==> src/rtl/acc_shift_add.sv <==
// Accumulator for a shift-and-add multiplier: parallel load, add-in, or logical shift right.
// Optional macro ACC_CARRY_EN keeps the add carry in register C, exposed on Cout, and shifts it back in.
module acc_shift_add #(
  parameter int WIDTH = 9
) (
  input  logic             Clk,
  input  logic             Rst_n,
  input  logic             Load,
  input  logic             Ad,
  input  logic             Sh,
  input  logic [WIDTH-1:0] Entradas,
  output logic [WIDTH-1:0] Saidas
`ifdef ACC_CARRY_EN
  ,
  output logic             Cout
`endif
);

  logic [WIDTH-1:0] acc;
  logic [WIDTH-1:0] sum;
  logic             shift_in;

`ifdef ACC_CARRY_EN
  logic carry;
  logic c;

  assign {carry, sum} = {1'b0, acc} + {1'b0, Entradas};

  always_ff @(posedge Clk or negedge Rst_n) begin
    if (!Rst_n) begin
      c <= 1'b0;
    end else if (Load) begin
      c <= 1'b0;
    end else if (Ad) begin
      c <= carry;
    end else if (Sh) begin
      c <= 1'b0;
    end
  end

  assign shift_in = c;
  assign Cout     = c;
`else
  assign sum      = acc + Entradas;
  assign shift_in = 1'b0;
`endif

  // Fixed priority Load > Ad > Sh; with no command the register holds.
  always_ff @(posedge Clk or negedge Rst_n) begin
    // NOTE: sequential state uses non-blocking assignments so every register samples pre-edge values.
    if (!Rst_n) begin
      acc <= '0;
    end else if (Load) begin
      acc <= Entradas;
    end else if (Ad) begin
      acc <= sum;
    end else if (Sh) begin
      acc <= {shift_in, acc[WIDTH-1:1]};
    end
  end

  assign Saidas = acc;

endmodule

==> config.mk <==
export PLATFORM = sky130hd
export DESIGN_NAME = acc_shift_add
export DESIGN_NICKNAME = d
export VERILOG_FILES = /design/src/rtl/acc_shift_add.sv
export SDC_FILE = /design/constraint.sdc
export NUM_CORES = 1
export LEC_CHECK = 0
export ABC_AREA = 0
export CORE_ASPECT_RATIO = 0.7
export CORE_MARGIN = 1
export CORE_UTILIZATION = 45
export CTS_CLUSTER_DIAMETER = 100
export CTS_CLUSTER_SIZE = 25
export DETAILED_ROUTE_END_ITERATION = 7
export GPL_ROUTABILITY_DRIVEN = 0
export PLACE_DENSITY = 0.75
export SETUP_SLACK_MARGIN = 0.05
export SLEW_MARGIN = 5
export SYNTH_ARGS = -nofsm -noshare
export SYNTH_HDL_FRONTEND = slang
export SYNTH_SLANG_ARGS = --single-unit
==> constraint.sdc <==
create_clock -name Clk -period 3.2 [get_ports Clk]
set_input_delay 0.64 -clock Clk [delete_from_list [all_inputs] [get_ports Clk]]
set_output_delay 0.64 -clock Clk [all_outputs]
set_load 0.03 [all_outputs]
## Word-level counts from Yosys, hierarchy flattened

Cells that the tools add are included.

- $add $sub $neg: 1
- Reductions and logical operators: 1
- Multiplexer cells: 3

Operators with widths:

| cell | count |
|---|---|
| $mux W9 | 3 |
| $add A9 B9 Y9 | 1 |
| $reduce_bool A3 Y1 | 1 |

- Word-level logic and storage cells: 6
- Bits in registers: 9

## Logic depth before layout (Yosys ltp)

Gate-level depths: netlist of run 1.

- Word-level depth: 3
- Mapped depth: 8
- Gate-level depth less buffers: 8

## Worst setup path after synthesis of run 1

No wires, ideal clock.

- Path kind: input-to-reg
- Start: input port Entradas[5]
- End: register acc[8] (netlist: Saidas[8])
- Data arrival time: 2.228 ns
- Stages on the path: 6
- Library setup time: 0.070 ns
- Buffers on the path: 0
- Setup slack: 0.901 ns
- Required time: 3.130 ns
- Path through: ha_1 a21o_1 or4b_1 o21a_1 a2111oi_1 nand3b_1

- Cells in the longest elaborated chain, start to end: 3

Ends and longest elaborated chain:

| item | RTL line | RTL |
|---|---|---|
| start: declaration | 11 | `input logic [WIDTH-1:0] Entradas,` |
| $add A9 B9 Y9 | 44 | `assign sum = acc + Entradas;` |
| $mux W9 | 55 | `end else if (Ad) begin` |
| $mux W9 | 53 | `end else if (Load) begin` |
| end signal: assignment | 54 | `acc <= Entradas;` |
| end signal: assignment | 56 | `acc <= sum;` |
| end signal: assignment | 58 | `acc <= {shift_in, acc[WIDTH-1:1]};` |
| end: declaration | 19 | `logic [WIDTH-1:0] acc;` |

No other way between the ends.
A chain may end at the register's enable or synchronous reset.

## Worst setup path in the final report of run 1

Ends and elaborated chain as after synthesis.

==> impl_results.rst, run 1 <==
.. list-table::
   :header-rows: 1

   * - Metric
     - Value
   * - Outcome
     - finished clean
   * - Die Height
     - 39.1 µm
   * - Cell depth of the worst setup path
     - 7
   * - Number of nets in the layout
     - 152
   * - Final Hold Viols
     - 0
   * - Initial antenna violation count
     - 0
   * - P&R area growth vs syn
     - 29.5%
   * - First DRT Iteration DRCs
     - 8
   * - Stage delay of the slowest cell on the critical path
     - 470 ps
   * - Max_cap viols
     - 0
   * - Highest achievable clock rate
     - 386 MHz
   * - Port Buf Inserts
     - 22
   * - Final min period
     - 2590 ps
   * - Part of the power in combinational logic
     - 51.0%
   * - Clock root cell
     - sky130_fd_sc_hd__clkbuf_4
   * - Crit path max fanout
     - 7
   * - Cells resized by post-CTS repair
     - 0
   * - Crit Path Category
     - in2reg
   * - H-tree levels
     - 1
   * - Drc violations
     - 0
   * - Final wirelength
     - 2.19 mm
   * - Power per standard cell area
     - 437 mW/mm²
   * - Via count of the first global-routing pass
     - 836
   * - Wire length of the first global-routing pass
     - 3.77 mm
   * - Routed length per placed instance
     - 14.7 µm
   * - Post-detail-place hpwl
     - 1.65 mm
   * - Placed standard-cell area
     - 0.00112 mm²
   * - GRT Resource Usage Total
     - 26.0%
   * - Setup TNS after final layout
     - 0 ps
   * - Worst-path cell chain
     - clkdlybuf4s50_1 -> ha_1 -> a21o_1 -> or4b_1 -> o21a_1 -> a2111oi_1 -> nand3b_1
   * - Class of the worst hold path
     - reg2reg
   * - Die W
     - 55.0 µm
   * - Count of vias placed by the detailed router
     - 855
   * - Kind of cell adding the most delay to the critical path
     - compound AO/OA/AOI/OAI gates
   * - Overall power of the completed layout
     - 0.499 mW
   * - Critical path buffers and inverters
     - 1
   * - Final cell count without fillers
     - 149
   * - Initial Utilization
     - 51.6%
   * - Core Rows
     - 12
   * - Clock sinks
     - 9
   * - Die area
     - 0.00215 mm²
   * - Share of the cycle needed by the critical path after routing
     - 80.9%
   * - Number of buffers added by the clock tree synthesis step
     - 3
   * - Instance count along the most critical hold path
     - 2
   * - Number of max-slew violations in the final report
     - 0
   * - Remaining global-route overflow
     - 0
   * - Count of placed standard cells including taps
     - 145
   * - Post-placement setup slack
     - 325 ps
   * - Vias per cell
     - 5.74
   * - Required time of the critical path
     - 3400 ps
   * - Post-route ant nets
     - 0
   * - Slowest stage cell, crit path
     - sky130_fd_sc_hd__or4b_1
   * - CTS clk-pin slew, worst paths
     - 70 ps
   * - Number of setup buffers added after CTS
     - 0
   * - Clock latency on the worst-skew pair
     - 270 ps
   * - Unrepaired setup endpoints after global routing
     - false
   * - Number of instances in the synthesized netlist
     - 106
   * - Register area share after synthesis
     - 25.5%
   * - Finished Core Util
     - 66.8%
   * - Clock share of power
     - 19.1%
   * - Leakage power total
     - 0.491 nW
   * - Sequential power share
     - 29.8%
   * - Endpoint type of the worst setup path
     - register
   * - Worst clock skew on the final layout
     - 4.16 ps
   * - Internal power summed over all cells
     - 0.298 mW
   * - Placeable core area
     - 0.00171 mm²
   * - Highest ir drop seen on vdd
     - 0.335 mV
   * - Worst-Margin Slew
     - 596 ps
   * - Portion of synthesized cell area occupied by the leading cell type
     - 25.5%
   * - Kind of start point of the critical path
     - input pin
   * - Count of flip-flops with a built-in enable after synthesis
     - 0
   * - Distinct cells, synth
     - 36
   * - Top post-synthesis cells by area
     - sky130_fd_sc_hd__dfrtp_1, sky130_fd_sc_hd__ha_1, sky130_fd_sc_hd__mux2i_1
   * - Worst EP arrival
     - 2790 ps
   * - Largest net degree at the start of global routing
     - 19
   * - Flip-flop count of the largest register after layout
     - 9
   * - Number of buffers added to fix hold violations after cts
     - 0
   * - Worst hold slack
     - 655 ps
   * - Post-synthesis net count
     - 129
   * - Mean area per synthesized cell
     - 8.33 µm²
   * - Syn. warnings
     - 0
   * - Async set-reset flop share out of synthesis
     - 100%
   * - Minimum setup slack in the final design
     - 612 ps
   * - Ant. Diodes
     - 0
   * - Path depth of the worst reg2reg path
     - 6
   * - Ports placed on the boundary
     - 23
   * - Post-route standard cell area excluding fillers
     - 0.00114 mm²
   * - Proportion of total power due to net switching
     - 40.3%
   * - Number of endpoints failing setup at the final stage
     - 0
   * - Normalized max-slew margin
     - 60.1%
   * - Maximum root-to-sink buffer count
     - 2
   * - FILL cells
     - 166
   * - Share of cells above drive strength 1
     - 5.47%
   * - Cell area after synthesis
     - 883 µm²
   * - Psw
     - 0.201 mW
   * - Number of detailed-route iterations in the first pass
     - 4
   * - Cell type with the largest total area after synthesis
     - sky130_fd_sc_hd__dfrtp_1
   * - #FFs+latches synth
     - 9
   * - CTS tree
     - built
   * - Ys flop type
     - sky130_fd_sc_hd__dfrtp_1
[synth_stat cells, types with 2 or more instances]
master,instances
sky130_fd_sc_hd__o21ai_0,11
sky130_fd_sc_hd__dfrtp_1,9
sky130_fd_sc_hd__a21oi_1,8
sky130_fd_sc_hd__ha_1,8
sky130_fd_sc_hd__inv_1,8
sky130_fd_sc_hd__nand2_1,7
sky130_fd_sc_hd__nor2_1,7
sky130_fd_sc_hd__mux2i_1,6
sky130_fd_sc_hd__clkbuf_1,4
sky130_fd_sc_hd__nor3_1,4
sky130_fd_sc_hd__o21a_1,4
sky130_fd_sc_hd__a2bb2oi_1,2
sky130_fd_sc_hd__nand3b_1,2
sky130_fd_sc_hd__nor3b_1,2
sky130_fd_sc_hd__nor4b_1,2
sky130_fd_sc_hd__or3_2,2
[metal layers]
metal / global-route usage (%) / part of all wire [%] / vias to the layer above
met2: 41.3 / 43 / 21
met5: 0 / 0 / -
met1: 33.9 / 51 / 383
li1: - / - / 449
met4: 5.63 / 0.37 / 0
met3: 8.63 / 5.2 / 2
[placed cells by master (no fill, tap or decap), types with 2 or more instances in the layout]
cell type / n
sky130_fd_sc_hd__nand3b_1: 2
sky130_fd_sc_hd__nor3b_1: 2
sky130_fd_sc_hd__ha_1: 8
sky130_fd_sc_hd__or3_2: 2
sky130_fd_sc_hd__o21ai_0: 11
sky130_fd_sc_hd__nor2_1: 7
sky130_fd_sc_hd__clkbuf_4: 3
sky130_fd_sc_hd__dfrtp_1: 9
sky130_fd_sc_hd__nor3_1: 4
sky130_fd_sc_hd__nor4b_1: 2
sky130_fd_sc_hd__mux2i_1: 6
sky130_fd_sc_hd__a21oi_1: 8
sky130_fd_sc_hd__clkdlybuf4s50_1: 22
sky130_fd_sc_hd__o21a_1: 4
sky130_fd_sc_hd__a2bb2oi_1: 2
sky130_fd_sc_hd__inv_1: 8
sky130_fd_sc_hd__nand2_1: 7
[layout make-up]
cell class / count / area, µm² / share of cell area, %
inverter: 8 / 30.0 / 2.63
sequential: 9 / 225 / 19.7
timing repair buffer: 23 / 228 / 19.9
multi-input combinational: 84 / 608 / 53.2
clock buffer: 4 / 26.3 / 2.30
tap: 21 / 26.3 / 2.30
[kinds of logic after synthesis]
family	synth area share, %
adders and majority gates	13.6
buffers and inverters	5.66
xor gates and xnor gates	0.992
and+or+nand+nor	19.3
AOI/OAI and AO/OA	26.9
DFF	25.5
muxes	8.07
[tightest hold or removal path, stage by stage, from the launching register on]
cell and delay [ps]:
sky130_fd_sc_hd__dfrtp_1 420, sky130_fd_sc_hd__a32oi_1 120, sky130_fd_sc_hd__nand3b_1 80
[final timing paths]
kind                                       start               endpoint  slack [ps]
max reg2reg                Saidas[5]$_DFFE_PN0P_  Saidas[8]$_DFFE_PN0P_        1010
max                                  Entradas[5]  Saidas[8]$_DFFE_PN0P_         610
min                        Saidas[8]$_DFFE_PN0P_  Saidas[8]$_DFFE_PN0P_         660
min reg2reg                Saidas[8]$_DFFE_PN0P_  Saidas[8]$_DFFE_PN0P_         660
max in group asynchronous                  Rst_n  Saidas[1]$_DFFE_PN0P_        2220
min in group asynchronous                  Rst_n  Saidas[3]$_DFFE_PN0P_         680
[power groups by stage]
stage,sequential (mW),combinational (mW),clock [mW]
CTS,0.149,0.253,0.100
floorplan,0.180,0.139,0
detailed placement,0.151,0.252,0
global placement,0.151,0.248,0
finish,0.149,0.255,0.0956
global route,0.152,0.282,0.104
(Power assumes the default switching activity.)
==> run 2: changes to the inputs <==
CORE_UTILIZATION = 43   (was 45)
clock period = 2.2 ns   (was 3.2 ns; I/O delays follow)
==> run 2 against run 1 <==
Compared with the run above:
- count of clock-buffer cells in the layout unchanged
- die area up 4.4%
- sequential share of layout area down 3.4 points
- via count up 20%
- critical endpoint unchanged
- clock power up 45%
- cell area up 23%
- core utilization up 7.5 points
- register-to-register slack worse by 890 ps
- sequential cell count unchanged
- final cell count up 17%
- hold slack worse by 210 ps
- power up 68%
==> impl_results.rst, run 2 (synthesis gave the netlist of run 1 again) <==
.. list-table::
   :header-rows: 1

   * - Metric
     - Value
   * - Final Hold Viols
     - 0 (unchanged)
   * - FILL cells
     - 139 (was 166)
   * - Worst EP arrival
     - 2230 ps (was 2790 ps)
   * - Number of max-slew violations in the final report
     - 0 (unchanged)
   * - Leakage power total
     - 0.655 nW (was 0.491 nW)
   * - Initial antenna violation count
     - 0 (unchanged)
   * - Routed length per placed instance
     - 14.7 µm (about the same)
   * - R2R setup slack
     - 120 ps (was 1010 ps)
   * - Met3 capacity usage during global routing
     - 8.25% (was 8.63%)
   * - Die Height
     - 39.9 µm (was 39.1 µm)
   * - Start point of the worst hold path
     - Entradas[6] (was Saidas[8]$_DFFE_PN0P_)
   * - Crit path max fanout
     - 3 (was 7)
   * - Initial Utilization
     - 46.8% (was 51.6%)
   * - Clock sinks
     - 9 (unchanged)
   * - Via count of the first global-routing pass
     - 856 (was 836)
   * - Worst-Margin Slew
     - 508 ps (was 596 ps)
   * - Final cell count without fillers
     - 174 (was 149)
   * - Highest ir drop seen on vdd
     - 0.394 mV (was 0.335 mV)
   * - Highest achievable clock rate
     - 479 MHz
   * - Leading cell types in the layout, fill and taps excluded
     - sky130_fd_sc_hd__buf_4, sky130_fd_sc_hd__clkdlybuf4s50_1, sky130_fd_sc_hd__o21ai_0, sky130_fd_sc_hd__a21oi_1 (was sky130_fd_sc_hd__clkdlybuf4s50_1, sky130_fd_sc_hd__o21ai_0, sky130_fd_sc_hd__dfrtp_1)
   * - Most heavily used metal layer in global routing
     - met2 (unchanged)
   * - Share of cells above drive strength 1
     - 29.6% (was 5.47%)
   * - Die W
     - 56.2 µm (was 55.0 µm)
   * - Number of endpoints failing setup at the final stage
     - 0 (unchanged)
   * - Largest net degree at the start of global routing
     - 16 (was 19)
   * - Number of buffers added by the clock tree synthesis step
     - 3 (unchanged)
   * - First DRT Iteration DRCs
     - 31 (was 8)
   * - Slowest stage cell, crit path
     - sky130_fd_sc_hd__o41ai_2 (was sky130_fd_sc_hd__or4b_1)
   * - Kind of cell adding the most delay to the critical path
     - compound AO/OA/AOI/OAI gates (unchanged)
   * - Critical path buffers and inverters
     - 2 (was 1)
   * - Final min period
     - 2090 ps
   * - Capture endpoint of the worst hold path
     - Saidas[6]$_DFFE_PN0P_ (was Saidas[8]$_DFFE_PN0P_)
   * - Clock latency on the worst-skew pair
     - 270 ps (about the same)
   * - Instance count along the most critical hold path
     - 3 (was 2)
   * - Power per standard cell area
     - 599 mW/mm² (was 437 mW/mm²)
   * - CTS tree
     - built (unchanged)
   * - Number of detailed-route iterations in the first pass
     - 4 (unchanged)
   * - Endpoint type of the worst setup path
     - register (unchanged)
   * - CTS clk-pin slew, worst paths
     - 80 ps (was 70 ps)
   * - Flip-flop count of the largest register after layout
     - 9 (unchanged)
   * - Capture point of the worst reg-to-reg path
     - Saidas[8]$_DFFE_PN0P_ (unchanged)
   * - Path depth of the worst reg2reg path
     - 6 (unchanged)
   * - Clock root cell
     - sky130_fd_sc_hd__clkbuf_4 (unchanged)
   * - Core Rows
     - 13 (was 12)
   * - Worst clock skew on the final layout
     - 11.8 ps (was 4.16 ps)
   * - Post-detail-place hpwl
     - 1.90 mm (was 1.65 mm)
   * - Met1 usage
     - 30.6% (was 33.9%)
   * - Count of vias placed by the detailed router
     - 1,029 (was 855)
   * - Worst hold slack
     - 443 ps (was 655 ps)
   * - Placeable core area
     - 0.00189 mm² (was 0.00171 mm²)
   * - Vias per cell
     - 5.91 (was 5.74)
   * - Remaining global-route overflow
     - 0 (unchanged)
   * - Fraction of met2 tracks used by global routing
     - 41.1% (was 41.3%)
   * - Stage delay of the slowest cell on the critical path
     - 460 ps (was 470 ps)
   * - Crit Path Category
     - in2reg (unchanged)
   * - Most common cell after layout, fill and taps aside
     - sky130_fd_sc_hd__buf_4 (was sky130_fd_sc_hd__clkdlybuf4s50_1)
   * - Required time of the critical path
     - 2350 ps (was 3400 ps)
   * - Normalized max-slew margin
     - 66.0% (was 60.1%)
   * - GRT Resource Usage Total
     - 24.2% (was 26.0%)
   * - Drc violations
     - 0 (unchanged)
   * - Worst r2r src
     - Saidas[5]$_DFFE_PN0P_ (unchanged)
   * - Number of nets in the layout
     - 176 (was 152)
   * - P&R area growth vs syn
     - 58.6% (was 29.5%)
   * - Ports placed on the boundary
     - 23 (unchanged)
   * - Maximum root-to-sink buffer count
     - 2 (unchanged)
   * - Die area
     - 0.00224 mm² (was 0.00215 mm²)
   * - Kind of start point of the critical path
     - input pin (unchanged)
   * - Unrepaired setup endpoints after global routing
     - true (was false)
   * - Number of buffers added to fix hold violations after cts
     - 0 (unchanged)
   * - Worst-path cell chain
     - dlygate4sd2_1 -> ha_2 -> inv_2 -> fa_2 -> nor2b_2 -> o31a_1 -> o41ai_2 -> a2111oi_4 -> nand3b_1 (was clkdlybuf4s50_1 -> ha_1 -> a21o_1 -> or4b_1 -> o21a_1 -> a2111oi_1 -> nand3b_1)
   * - Share of the cycle needed by the critical path after routing
     - 94.9%
   * - Wire length of the first global-routing pass
     - 3.95 mm (was 3.77 mm)
   * - Post-route ant nets
     - 0 (unchanged)
   * - Ant. Diodes
     - 0 (unchanged)
   * - Max_cap viols
     - 0 (unchanged)
   * - Final wirelength
     - 2.55 mm (was 2.19 mm)
   * - Port Buf Inserts
     - 22 (unchanged)
   * - Outcome
     - finished clean (unchanged)
   * - Class of the worst hold path
     - in2reg (was reg2reg)
   * - H-tree levels
     - 1 (unchanged)
   * - Count of placed standard cells including taps
     - 165 (was 145)
## run 2: cell count changes in the layout (fill, tap and decap cells not counted), sizes merged
cell,change
dlymetal6s2s,+5
buf,+24
clkdlybuf4s50,-8
clkdlybuf4s15,+1
dlygate4sd2,+2
## run 2: final cells by class
cell class                 instances  area (µm²)  share of cell area [%]
tap                               22        27.5                    1.96
sequential                         9         229                    16.3
clock buffer                       4        26.3                    1.88
multi-input combinational         84         671                    47.9
inverter                           8        30.0                    2.14
timing repair buffer              47         418                    29.8
## run 2: layer usage
layer  part of all wire (%)  wire length [µm]
met5                      0                 0
met2                     45              1160
met1                     47              1210
met4                   0.31                 8
met3                    6.9               175
## run 2: report_power, final
part	switching, mW	leakage [nW]	internal [mW]
sequential	0.0292	0.102	0.190
clock	0.0691	0.0150	0.0702
combinational	0.232	0.537	0.248
total	0.330	0.655	0.509
## run 2: repair_timing
action | in CTS | in global routing
gates resized for setup | 8 | 13
endpoints found under the hold margin | 0 | 0
setup buffers | 1 | 4
setup endpoints to repair | 2 | 4
pin swaps | 4 | 6
## run 2: metrics by stage
step	total power [mW]	setup slack, ps	util [%]	cell area (µm²)	TNS, ps
2_1_floorplan	0.471	76.7	-	898	0
3_3_place_gp	0.639	-366	67.6	1280	-1140
3_5_place_dp	0.650	-433	67.6	1280	-1390
4_1_cts	0.802	21.5	70.3	1330	0
5_1_grt	0.899	21.0	74.3	1400	0
6_report	0.839	111	74.3	1400	0
## run 2: worst max-delay path by stage
stage	start	to	slack, ps	depth (start not counted)
6_report	Entradas[0]	Saidas[8]$_DFFE_PN0P_	110	9
5_1_grt	Saidas[2]$_DFFE_PN0P_	Saidas[8]$_DFFE_PN0P_	20	7
4_1_cts	Entradas[4]	Saidas[8]$_DFFE_PN0P_	20	7
3_5_place_dp	Entradas[0]	Saidas[8]$_DFFE_PN0P_	-430	9
3_3_place_gp	Entradas[0]	Saidas[6]$_DFFE_PN0P_	-370	9
2_1_floorplan	Saidas[0]$_DFFE_PN0P_	Saidas[6]$_DFFE_PN0P_	80	8
## run 2: worst register-to-register path, delay by kind of cell, from the launching register on
family / cells / cell delay, ps
fa+ha+maj: 1 / 210
simple gates: 2 / 610
flops: 1 / 430
compound gates: 3 / 760
==> run 3: changes to the inputs <==
CORE_UTILIZATION = 45   (was 43)
clock period = 2.6 ns   (was 2.2 ns; I/O delays follow)
==> run 3 against run 2 <==
Compared with the run above:
- power fell by 23%
- sequential power down 17%
- largest power group unchanged
- count of clock-buffer cells in the layout is the same
- critical path depth unchanged
- highest routed layer unchanged
==> impl_results.rst, run 3 (synthesis gave the netlist of run 1 again) <==
.. list-table::
   :header-rows: 1

   * - Metric
     - Value
   * - Outcome
     - finished clean (unchanged)
   * - Finished Core Util
     - 71.2% (was 74.3%)
   * - CTS tree
     - built (unchanged)
   * - Wire length of the first global-routing pass
     - 3.64 mm (was 3.95 mm)
   * - Initial Utilization
     - 51.6% (was 46.8%)
   * - Max_cap viols
     - 0 (unchanged)
   * - Number of buffers added to fix hold violations after cts
     - 0 (unchanged)
   * - Critical Path Sink
     - Saidas[6]$_DFFE_PN0P_ (was Saidas[8]$_DFFE_PN0P_)
   * - Share of cells above drive strength 1
     - 12.3% (was 29.6%)
   * - Post-route ant nets
     - 0 (unchanged)
   * - Worst-Margin Slew
     - 610 ps (was 508 ps)
   * - Most common cell after layout, fill and taps aside
     - sky130_fd_sc_hd__clkdlybuf4s50_1 (was sky130_fd_sc_hd__buf_4)
   * - Overall power of the completed layout
     - 0.644 mW (was 0.839 mW)
   * - Cell depth of the worst setup path
     - 9 (unchanged)
   * - Number of endpoints failing setup at the final stage
     - 0 (unchanged)
   * - Routed length per placed instance
     - 14.2 µm (was 14.7 µm)
   * - Number of max-slew violations in the final report
     - 0 (unchanged)
   * - Worst clock skew on the final layout
     - 0.721 ps (was 11.8 ps)
   * - Die W
     - 55.0 µm (was 56.2 µm)
   * - Number of nets in the layout
     - 162 (was 176)
   * - Highest ir drop seen on vdd
     - 0.389 mV (was 0.394 mV)
   * - Number of detailed-route iterations in the first pass
     - 4 (unchanged)
   * - Part of the power in combinational logic
     - 53.3% (was 57.2%)
   * - Proportion of total power due to net switching
     - 39.5% (was 39.4%)
   * - Leakage power total
     - 0.541 nW (was 0.655 nW)
   * - Crit Path Category
     - in2reg (unchanged)
   * - Remaining global-route overflow
     - 0 (unchanged)
   * - Slowest stage cell, crit path
     - sky130_fd_sc_hd__or3_2 (was sky130_fd_sc_hd__o41ai_2)
   * - Flip-flop count of the largest register after layout
     - 9 (unchanged)
   * - Die Height
     - 39.1 µm (was 39.9 µm)
   * - CTS clk-pin slew, worst paths
     - 70 ps (was 80 ps)
   * - Capture point of the worst reg-to-reg path
     - Saidas[6]$_DFFE_PN0P_ (was Saidas[8]$_DFFE_PN0P_)
   * - Ant. Diodes
     - 0 (unchanged)
   * - Share of the cycle needed by the critical path after routing
     - 93.1%
   * - Final min period
     - 2420 ps
   * - Psw
     - 0.255 mW (was 0.330 mW)
   * - Die area
     - 0.00215 mm² (was 0.00224 mm²)
   * - Count of placed standard cells including taps
     - 155 (was 165)
   * - Power per standard cell area
     - 529 mW/mm² (was 599 mW/mm²)
   * - Via count of the first global-routing pass
     - 826 (was 856)
   * - Number of buffers added by the clock tree synthesis step
     - 3 (unchanged)
   * - Port Buf Inserts
     - 22 (unchanged)
   * - Count of vias placed by the detailed router
     - 915 (was 1,029)
   * - FILL cells
     - 147 (was 139)
   * - Sequential power share
     - 28.5% (was 26.2%)
   * - Clock root cell
     - sky130_fd_sc_hd__clkbuf_4 (unchanged)
   * - Worst EP arrival
     - 2550 ps (was 2230 ps)
   * - Placed standard-cell area
     - 0.00119 mm² (was 0.00128 mm²)
   * - Ports placed on the boundary
     - 23 (unchanged)
   * - Stage delay of the slowest cell on the critical path
     - 450 ps (was 460 ps)
   * - Number of setup buffers added after CTS
     - 0 (was 1)
   * - Final Hold Viols
     - 0 (unchanged)
   * - Path depth of the worst reg2reg path
     - 8 (was 6)
   * - Vias per cell
     - 5.75 (was 5.91)
   * - Initial antenna violation count
     - 0 (unchanged)
   * - Unrepaired setup endpoints after global routing
     - false (was true)
   * - Maximum root-to-sink buffer count
     - 2 (unchanged)
   * - Worst-path cell chain
     - clkdlybuf4s50_1 -> ha_1 -> inv_1 -> fa_1 -> nor2b_1 -> o31a_1 -> or3_2 -> a311oi_1 -> a21oi_1 (was dlygate4sd2_1 -> ha_2 -> inv_2 -> fa_2 -> nor2b_2 -> o31a_1 -> o41ai_2 -> a2111oi_4 -> nand3b_1)
   * - Drc violations
     - 0 (unchanged)
   * - Kind of cell adding the most delay to the critical path
     - compound AO/OA/AOI/OAI gates (unchanged)
   * - Post-detail-place hpwl
     - 1.70 mm (was 1.90 mm)
   * - Post-route standard cell area excluding fillers
     - 0.00122 mm² (was 0.00140 mm²)
   * - Clock latency on the worst-skew pair
     - 270 ps (about the same)
   * - Required time of the critical path
     - 2730 ps (was 2350 ps)
   * - Clock share of power
     - 18.3% (was 16.6%)
   * - P&R area growth vs syn
     - 38.0% (was 58.6%)
   * - Final cell count without fillers
     - 159 (was 174)
   * - H-tree levels
     - 1 (unchanged)
   * - Worst r2r src
     - Saidas[0]$_DFFE_PN0P_ (was Saidas[5]$_DFFE_PN0P_)
   * - Highest achievable clock rate
     - 413 MHz
   * - Placeable core area
     - 0.00171 mm² (was 0.00189 mm²)
   * - Cells resized by post-CTS repair
     - 0 (was 8)
   * - Leading cell types in the layout, fill and taps excluded
     - sky130_fd_sc_hd__clkdlybuf4s50_1, sky130_fd_sc_hd__o21ai_0, sky130_fd_sc_hd__buf_4, sky130_fd_sc_hd__dfrtp_1 (was sky130_fd_sc_hd__buf_4, sky130_fd_sc_hd__clkdlybuf4s50_1, sky130_fd_sc_hd__o21ai_0, sky130_fd_sc_hd__a21oi_1)
   * - Class of the worst hold path
     - in2async (was in2reg)
   * - Setup TNS after final layout
     - 0 ps (unchanged)
   * - Critical path buffers and inverters
     - 2 (unchanged)
   * - GRT Resource Usage Total
     - 25.2% (was 24.2%)
   * - Largest net degree at the start of global routing
     - 19 (was 16)
   * - Normalized max-slew margin
     - 59.2% (was 66.0%)
   * - Area of combinational cells with multiple inputs
     - 608 µm² (was 671 µm²)
   * - Kind of start point of the critical path
     - input pin (unchanged)
   * - Endpoint type of the worst setup path
     - register (unchanged)
   * - Internal power summed over all cells
     - 0.390 mW (was 0.509 mW)
   * - Startpoint of the most critical setup path
     - Entradas[0] (unchanged)
   * - Core Rows
     - 12 (was 13)
   * - Clock sinks
     - 9 (unchanged)
   * - Register Area
     - 225 µm² (was 229 µm²)
   * - Final wirelength
     - 2.27 mm (was 2.55 mm)
   * - R2R setup slack
     - 470 ps (was 120 ps)
   * - First DRT Iteration DRCs
     - 13 (was 31)
   * - Crit path max fanout
     - 3 (unchanged)
-- run 3: through the flow --
stage	hold slack (ps)	setup slack (ps)
after global routing	601	70.7
after global placement	623	-73.3
after detailed placement	633	-115
after floorplan	224	407
final	566	178
after CTS	582	170
-- run 3: final cells by class --
type | instances | area share [%]
Multi-Input combinational cell | 84 | 49.9
Timing Repair Buffer | 33 | 24.8
Tap cell | 21 | 2.16
Clock buffer | 4 | 2.16
Sequential cell | 9 | 18.5
Inverter | 8 | 2.46
-- run 3: worst register-to-register path, stage by stage (launching register included) --
cell	delay [ps]
sky130_fd_sc_hd__dfrtp_1	400
sky130_fd_sc_hd__ha_1	200
sky130_fd_sc_hd__inv_1	70
sky130_fd_sc_hd__fa_1	200
sky130_fd_sc_hd__nor2b_1	70
sky130_fd_sc_hd__o31a_1	260
sky130_fd_sc_hd__or3_2	450
sky130_fd_sc_hd__a311oi_1	270
sky130_fd_sc_hd__a21oi_1	70
-- run 3: power groups by stage --
stage                     logic [mW]  registers (mW)  clock network (mW)
after floorplan                0.171           0.221                   0
after global placement         0.333           0.185                   0
after detailed placement       0.339           0.186                   0
after CTS                      0.341           0.183               0.123
after global routing           0.376           0.188               0.127
final                          0.343           0.183               0.118
-- run 3: worst min path at each step --
stage                          startpoint                    end  slack (ps)  cells past startpoint
finish                              Rst_n  Saidas[0]$_DFFE_PN0P_         570                      1
global route                        Rst_n  Saidas[2]$_DFFE_PN0P_         600                      1
CTS                                 Rst_n  Saidas[0]$_DFFE_PN0P_         580                      1
detailed placement  Saidas[8]$_DFFE_PN0P_  Saidas[8]$_DFFE_PN0P_         630                      2
global placement    Saidas[8]$_DFFE_PN0P_  Saidas[8]$_DFFE_PN0P_         620                      2
floorplan                           Rst_n  Saidas[0]$_DFFE_PN0P_         220                      0
-- run 3: per-layer routing --
metal  vias to the layer above  part of all wire, %  GRT usage (%)
li1                        462                    -              -
met1                       416                   49           33.3
met2                        35                   43           40.7
met3                         2                  7.3           7.06
met4                         0                 0.66           5.63
met5                         -                    0              0
